File: config.mk
export PLATFORM = sky130hd
export DESIGN_NAME = mfp_uart_transmitter
export DESIGN_NICKNAME = d
export VERILOG_FILES = /design/src/rtl/mfp_uart_transmitter.sv
export SDC_FILE = /design/constraint.sdc
export NUM_CORES = 1
export LEC_CHECK = 0
export CORE_MARGIN = 5
export CORE_UTILIZATION = 37
export DETAILED_ROUTE_END_ITERATION = 7
export PLACE_DENSITY = 0.64
export SYNTH_ARGS = -nofsm -noshare
export SYNTH_HDL_FRONTEND = slang
export SYNTH_SLANG_ARGS = --single-unit
File: constraint.sdc
create_clock -name clock -period 2.8 [get_ports clock]
set_input_delay 0.42 -clock clock [delete_from_list [all_inputs] [get_ports clock]]
set_output_delay 0.42 -clock clock [all_outputs]
set_load 0.01 [all_outputs]
File: src/rtl/mfp_uart_transmitter.sv
`timescale 1ns/1ps
// -----------------------------------------------------------------------------
// mfp_uart_transmitter
//
// Purpose: serial UART transmitter. Accepts one byte per valid/ready handshake
// and shifts it out LSB-first as 8N1, or as 8E1 when MFP_UART_TX_PARITY_EN is
// defined at compile time (adds an even-parity bit between bit 7 and stop).
//
// Parameters:
//   CLK_FREQ_HZ : clock frequency in Hz
//   BAUD_RATE   : line rate in bit/s; DIV = CLK_FREQ_HZ / BAUD_RATE (>= 2)
//
// Ports:
//   clock    : system clock
//   reset    : synchronous active-high reset
//   tx_data  : byte to send, sampled only on acceptance
//   tx_valid : send request
//   tx_ready : high only while idle; accept on tx_valid && tx_ready
//   tx_busy  : inverse of tx_ready
//   tx_done  : one-cycle pulse in the last cycle of the stop bit
//   tx       : registered serial line, idles high
//
// Configuration macro: MFP_UART_TX_PARITY_EN
// -----------------------------------------------------------------------------
module mfp_uart_transmitter #(
  parameter int CLK_FREQ_HZ = 50_000_000,
  parameter int BAUD_RATE   = 115_200
) (
  input  logic       clock,
  input  logic       reset,
  input  logic [7:0] tx_data,
  input  logic       tx_valid,
  output logic       tx_ready,
  output logic       tx_busy,
  output logic       tx_done,
  output logic       tx
);

  localparam int DIV   = CLK_FREQ_HZ / BAUD_RATE;
  localparam int CNT_W = (DIV > 1) ? $clog2(DIV) : 1;
  localparam logic [CNT_W-1:0] CNT_LAST = CNT_W'(DIV - 1);

  generate
    if (DIV < 2) begin : g_div_check
      $error("mfp_uart_transmitter: CLK_FREQ_HZ / BAUD_RATE must be at least 2");
    end
  endgenerate

  typedef enum logic [2:0] {
    S_IDLE,
    S_START,
    S_DATA,
`ifdef MFP_UART_TX_PARITY_EN
    S_PARITY,
`endif
    S_STOP
  } state_t;

  state_t           state_q, state_d;
  logic [CNT_W-1:0] cnt_q, cnt_d;
  logic [2:0]       idx_q, idx_d;
  logic [7:0]       shift_q, shift_d;
  logic             tx_q, tx_d;
  logic             bit_end;
`ifdef MFP_UART_TX_PARITY_EN
  // Parity is captured at acceptance because the shift register is consumed
  // while the data bits go out.
  logic             par_q, par_d;
`endif

  assign bit_end  = (cnt_q == CNT_LAST);
  assign tx_ready = (state_q == S_IDLE);
  assign tx_busy  = !tx_ready;
  assign tx_done  = (state_q == S_STOP) && bit_end;
  assign tx       = tx_q;

  always_comb begin
    state_d = state_q;
    cnt_d   = cnt_q;
    idx_d   = idx_q;
    shift_d = shift_q;
`ifdef MFP_UART_TX_PARITY_EN
    par_d   = par_q;
`endif
    // Every non-idle state runs the baud counter; it wraps on the last cycle
    // of each bit period.
    if (state_q != S_IDLE) begin
      cnt_d = bit_end ? '0 : cnt_q + 1'b1;
    end

    case (state_q)
      S_IDLE: begin
        if (tx_valid) begin
          state_d = S_START;
          shift_d = tx_data;
          cnt_d   = '0;
          idx_d   = '0;
`ifdef MFP_UART_TX_PARITY_EN
          par_d   = ^tx_data;
`endif
        end
      end
      S_START: begin
        if (bit_end) begin
          state_d = S_DATA;
        end
      end
      S_DATA: begin
        if (bit_end) begin
          shift_d = {1'b0, shift_q[7:1]};
          idx_d   = idx_q + 3'd1;
          if (idx_q == 3'd7) begin
`ifdef MFP_UART_TX_PARITY_EN
            state_d = S_PARITY;
`else
            state_d = S_STOP;
`endif
          end
        end
      end
`ifdef MFP_UART_TX_PARITY_EN
      S_PARITY: begin
        if (bit_end) begin
          state_d = S_STOP;
        end
      end
`endif
      S_STOP: begin
        if (bit_end) begin
          state_d = S_IDLE;
        end
      end
      default: begin
        state_d = S_IDLE;
      end
    endcase

    // The line register is loaded from the next state so the line level
    // changes on the same edge as the state.
    tx_d = 1'b1;
    case (state_d)
      S_START:  tx_d = 1'b0;
      S_DATA:   tx_d = shift_d[0];
`ifdef MFP_UART_TX_PARITY_EN
      S_PARITY: tx_d = par_d;
`endif
      default:  tx_d = 1'b1;
    endcase
  end

  always_ff @(posedge clock) begin
    if (reset) begin
      state_q <= S_IDLE;
      cnt_q   <= '0;
      idx_q   <= '0;
      shift_q <= '0;
      tx_q    <= 1'b1;
`ifdef MFP_UART_TX_PARITY_EN
      par_q   <= 1'b0;
`endif
    end else begin
      state_q <= state_d;
      cnt_q   <= cnt_d;
      idx_q   <= idx_d;
      shift_q <= shift_d;
      tx_q    <= tx_d;
`ifdef MFP_UART_TX_PARITY_EN
      par_q   <= par_d;
`endif
    end
  end

endmodule

==> flow_metrics.env <==
export IMPL_dp_cells=185
export IMPL_timing_slew_headroom_pct=35.0
export IMPL_startpoint_type="register"
export IMPL_fin_cells=189
export IMPL_wl_met2_um=1210
export IMPL_critPathCaptureType="output port"
export IMPL_hold_ws_ns=0.464
export IMPL_grt_pass1_wl_um=4450
export IMPL_path_max_fanout=8
export IMPL_yosysTopAreaCell="dfxtp_1"
export IMPL_fmax_mhz=385
export IMPL_post_synth_top_area_fraction_pct=39.6
export IMPL_place_congestion=0.864
export IMPL_placed_area_um2=1370
export IMPL_initial_core_util_pct=39.1
export IMPL_clock_power_share_pct=37.8
export IMPL_fin_area_um2=1420
export IMPL_first_iter_violations=48
export IMPL_drive_above_1_share_pct=8.28
export IMPL_syn_area_um2=1210
export IMPL_syn2layout_area_growth_pct=17.0
export IMPL_period_minus_slack_ns=2.60
export IMPL_setup_viol=0
export IMPL_ir_drop_mv=0.226
export IMPL_synth_cell_types=43
export IMPL_cts_root_buffer="clkbuf_4"
export IMPL_syn_instance_count=133
export IMPL_clock_skew_ns=0.00176
export IMPL_cts_tree="done"
export IMPL_io_buffers=14
export IMPL_cts_htree_levels=1
export IMPL_ant_nets=0
export IMPL_crit_slowest_cell="or4b_4"
export IMPL_p_switching_uw=151
export IMPL_rows=20
export IMPL_yosysWarnings=0
export IMPL_io_pins=15
export IMPL_ys_flop_type="dfxtp_1"
export IMPL_wl_um=2600
export IMPL_path_clk_slew_ns=0.14
export IMPL_grt_usage_pct=12.8
export IMPL_die_area_um2=4530
export IMPL_rsz0062_at_grt="no"
export IMPL_finalPower_uw=681
export IMPL_critPathTopFamily="simple AND/OR/NAND/NOR gates"
export IMPL_synth_area_top_cells="dfxtp_1 40%, a21oi_1 4.5%, a22oi_1 4.3%"
export IMPL_antennaDiodeCount=0
export IMPL_internal_power_uw=530
export IMPL_multiInputGateArea_um2=658
export IMPL_swShare_pct=22.2
export IMPL_slowest_delay_ns=0.55
export IMPL_layout_nets=161
export IMPL_syn_area_per_cell_um2=9.13
export IMPL_viasPerCell=5.50
export IMPL_share_seq_of_total_power_pct=52.6
export IMPL_yosysSeqAreaShare_pct=39.6
export IMPL_drtPass1Iterations=5
export IMPL_syn_nets=148
export IMPL_ys_ff_latch=24
export IMPL_wl_per_cell_um=13.8
export IMPL_cts_buffer_depth=2
export IMPL_crit_path_cell_trace="or4b_4 -> nor2_1 -> and3_1 -> clkdlybuf4s50_1"
export IMPL_synth_edf_count=0
export IMPL_final_seq_area_um2=480
export IMPL_tns_ns=0
export IMPL_wirelength_met1_um=1220
export IMPL_crit_buf_inv=1
export IMPL_clk_latency_ns=0.32
export IMPL_cts_hold_buf=0
export IMPL_post_cts_buffers=0
export IMPL_p_per_area_nw_per_um2=479
export IMPL_grt_pass1_vias=1028
export IMPL_criticalPathCategory="register to output port"
export IMPL_grt_max_degree=17
export IMPL_ctsResizeCount=0
export IMPL_die_h_um=67.3
export IMPL_maxCapViolCount=0
export IMPL_via_count=1039
export IMPL_drc_errors=0
export IMPL_post_route_period_util_pct=92.8
export IMPL_hpwl_um=1810
export IMPL_outcome="finished clean"
export IMPL_slew_violations=0
export IMPL_cts_buffers_inserted=3
export IMPL_highest_layer="met4"
export IMPL_power_leakage_uw=0.000498
export IMPL_required_ns=2.38
export IMPL_die_w_um=67.3
export IMPL_numClockSinks=24
export IMPL_fill_cells=310
export IMPL_core_um2=3100
export IMPL_hold_viol_final=0
export IMPL_antenna_found_initial=0
export IMPL_cp_arrival_ns=2.18
export IMPL_hold_path_class="register to register"
export IMPL_power_frac_comb_pct=9.6
export IMPL_ys_async_sr_fraction_pct=0
export IMPL_wl_met3_um=123
export IMPL_tightest_slew_ns=0.970
export IMPL_overflow=0
## power groups by stage
stage                     clock [µW]  sequential (µW)  combinational [µW]
after floorplan                    0              364                38.9
after global placement             0              365                63.7
after detailed placement           0              366                64.4
after CTS                        263              358                65.2
after global routing             277              360                71.8
final                            257              358                65.5
## layer usage
layer	track usage (%)	vias up
li1	-	509
met4	5.32	0
met2	21.5	40
met1	15.7	482
met5	0	-
met3	3.00	8
## final cells by class
| cell class | count | share of cell area, % |
|---|---|---|
| tap | 44 | 3.88 |
| multi-input combinational | 96 | 46.3 |
| sequential | 24 | 33.8 |
| clock buffer | 3 | 1.59 |
| timing repair buffer | 16 | 10.9 |
| inverter | 5 | 1.32 |
| clock inverter | 1 | 2.11 |
## cell usage in the layout, fill, tap and decap left out, drive strengths merged, types with 2 or more instances in the layout
master,synthesis,final
clkdlybuf4s50,0,14
ha,4,4
and3,4,4
nor2,14,14
clkbuf,4,3
xor2,2,2
a311oi,2,2
inv,5,5
xnor2,3,3
a22oi,7,7
nor4b,2,2
nand4,3,3
and4,2,2
o31ai,2,2
buf,3,2
nand2,11,11
nor3,3,3
mux2i,2,2
a211oi,2,2
or3,2,2
a21oi,11,11
dfxtp,24,24
nand3b,3,3
## cells by family (layout without fill, tap and decap cells)
| kind of cell | after synthesis | in the layout | synth area share [%] |
|---|---|---|---|
| other cells | 1 | 1 | 0.309 |
| mux | 2 | 2 | 1.65 |
| simple gates | 50 | 50 | 23.1 |
| flops | 24 | 24 | 39.6 |
| xor+xnor | 5 | 5 | 3.61 |
| compound gates | 34 | 34 | 20.9 |
| fa+ha+maj | 4 | 4 | 4.12 |
| buf+inv | 13 | 25 | 6.70 |
## path summary, 6_finish.rpt
path                           startpoint                       to  slack, ns  cells after the start
setup / recovery      cnt_q[3]$_SDFF_PP0_                  tx_done       0.20                      4
hold / removal    shift_q[3]$_SDFFE_PP0P_  shift_q[3]$_SDFFE_PP0P_       0.46                      2
setup reg to reg      cnt_q[1]$_SDFF_PP0_    idx_q[1]$_SDFFE_PP0P_       0.65                      6
hold reg to reg   shift_q[3]$_SDFFE_PP0P_  shift_q[3]$_SDFFE_PP0P_       0.46                      2
## stage by stage
step | utilization (%) | setup WS [ns]
CTS | 45.8 | 0.202
detailed placement | 44.1 | 0.582
global placement | 44.1 | 0.594
global route | 45.8 | 0.0869
floorplan | - | 0.864
finish | 45.8 | 0.203
## synthesized netlist by cell type, types with 2 or more instances
master,n
clkbuf_1,3
a211oi_1,2
nand2_1,11
buf_6,2
a311oi_1,2
or3_1,2
a21oi_1,11
and4_1,2
ha_1,4
nand4_1,3
nor2_1,14
inv_1,5
xor2_1,2
a22oi_1,7
and3_1,4
nor3_1,3
xnor2_1,3
nand3b_1,3
dfxtp_1,24
o31ai_1,2
mux2i_1,2
## registers in the layout (all words and copies together), names as in the netlist
signal	cells
cnt_q	9
shift_q	8
idx_q	3
state_q	3
tx	1
## worst register-to-register path: cells and delay by family (launching register included)
family	cells	cell delay, ns
buf+inv	1	0.07
fa+ha+maj	1	0.19
flops	1	0.41
simple gates	2	0.50
compound gates	2	0.88
Note: power is estimated with default switching activity, not from simulation.
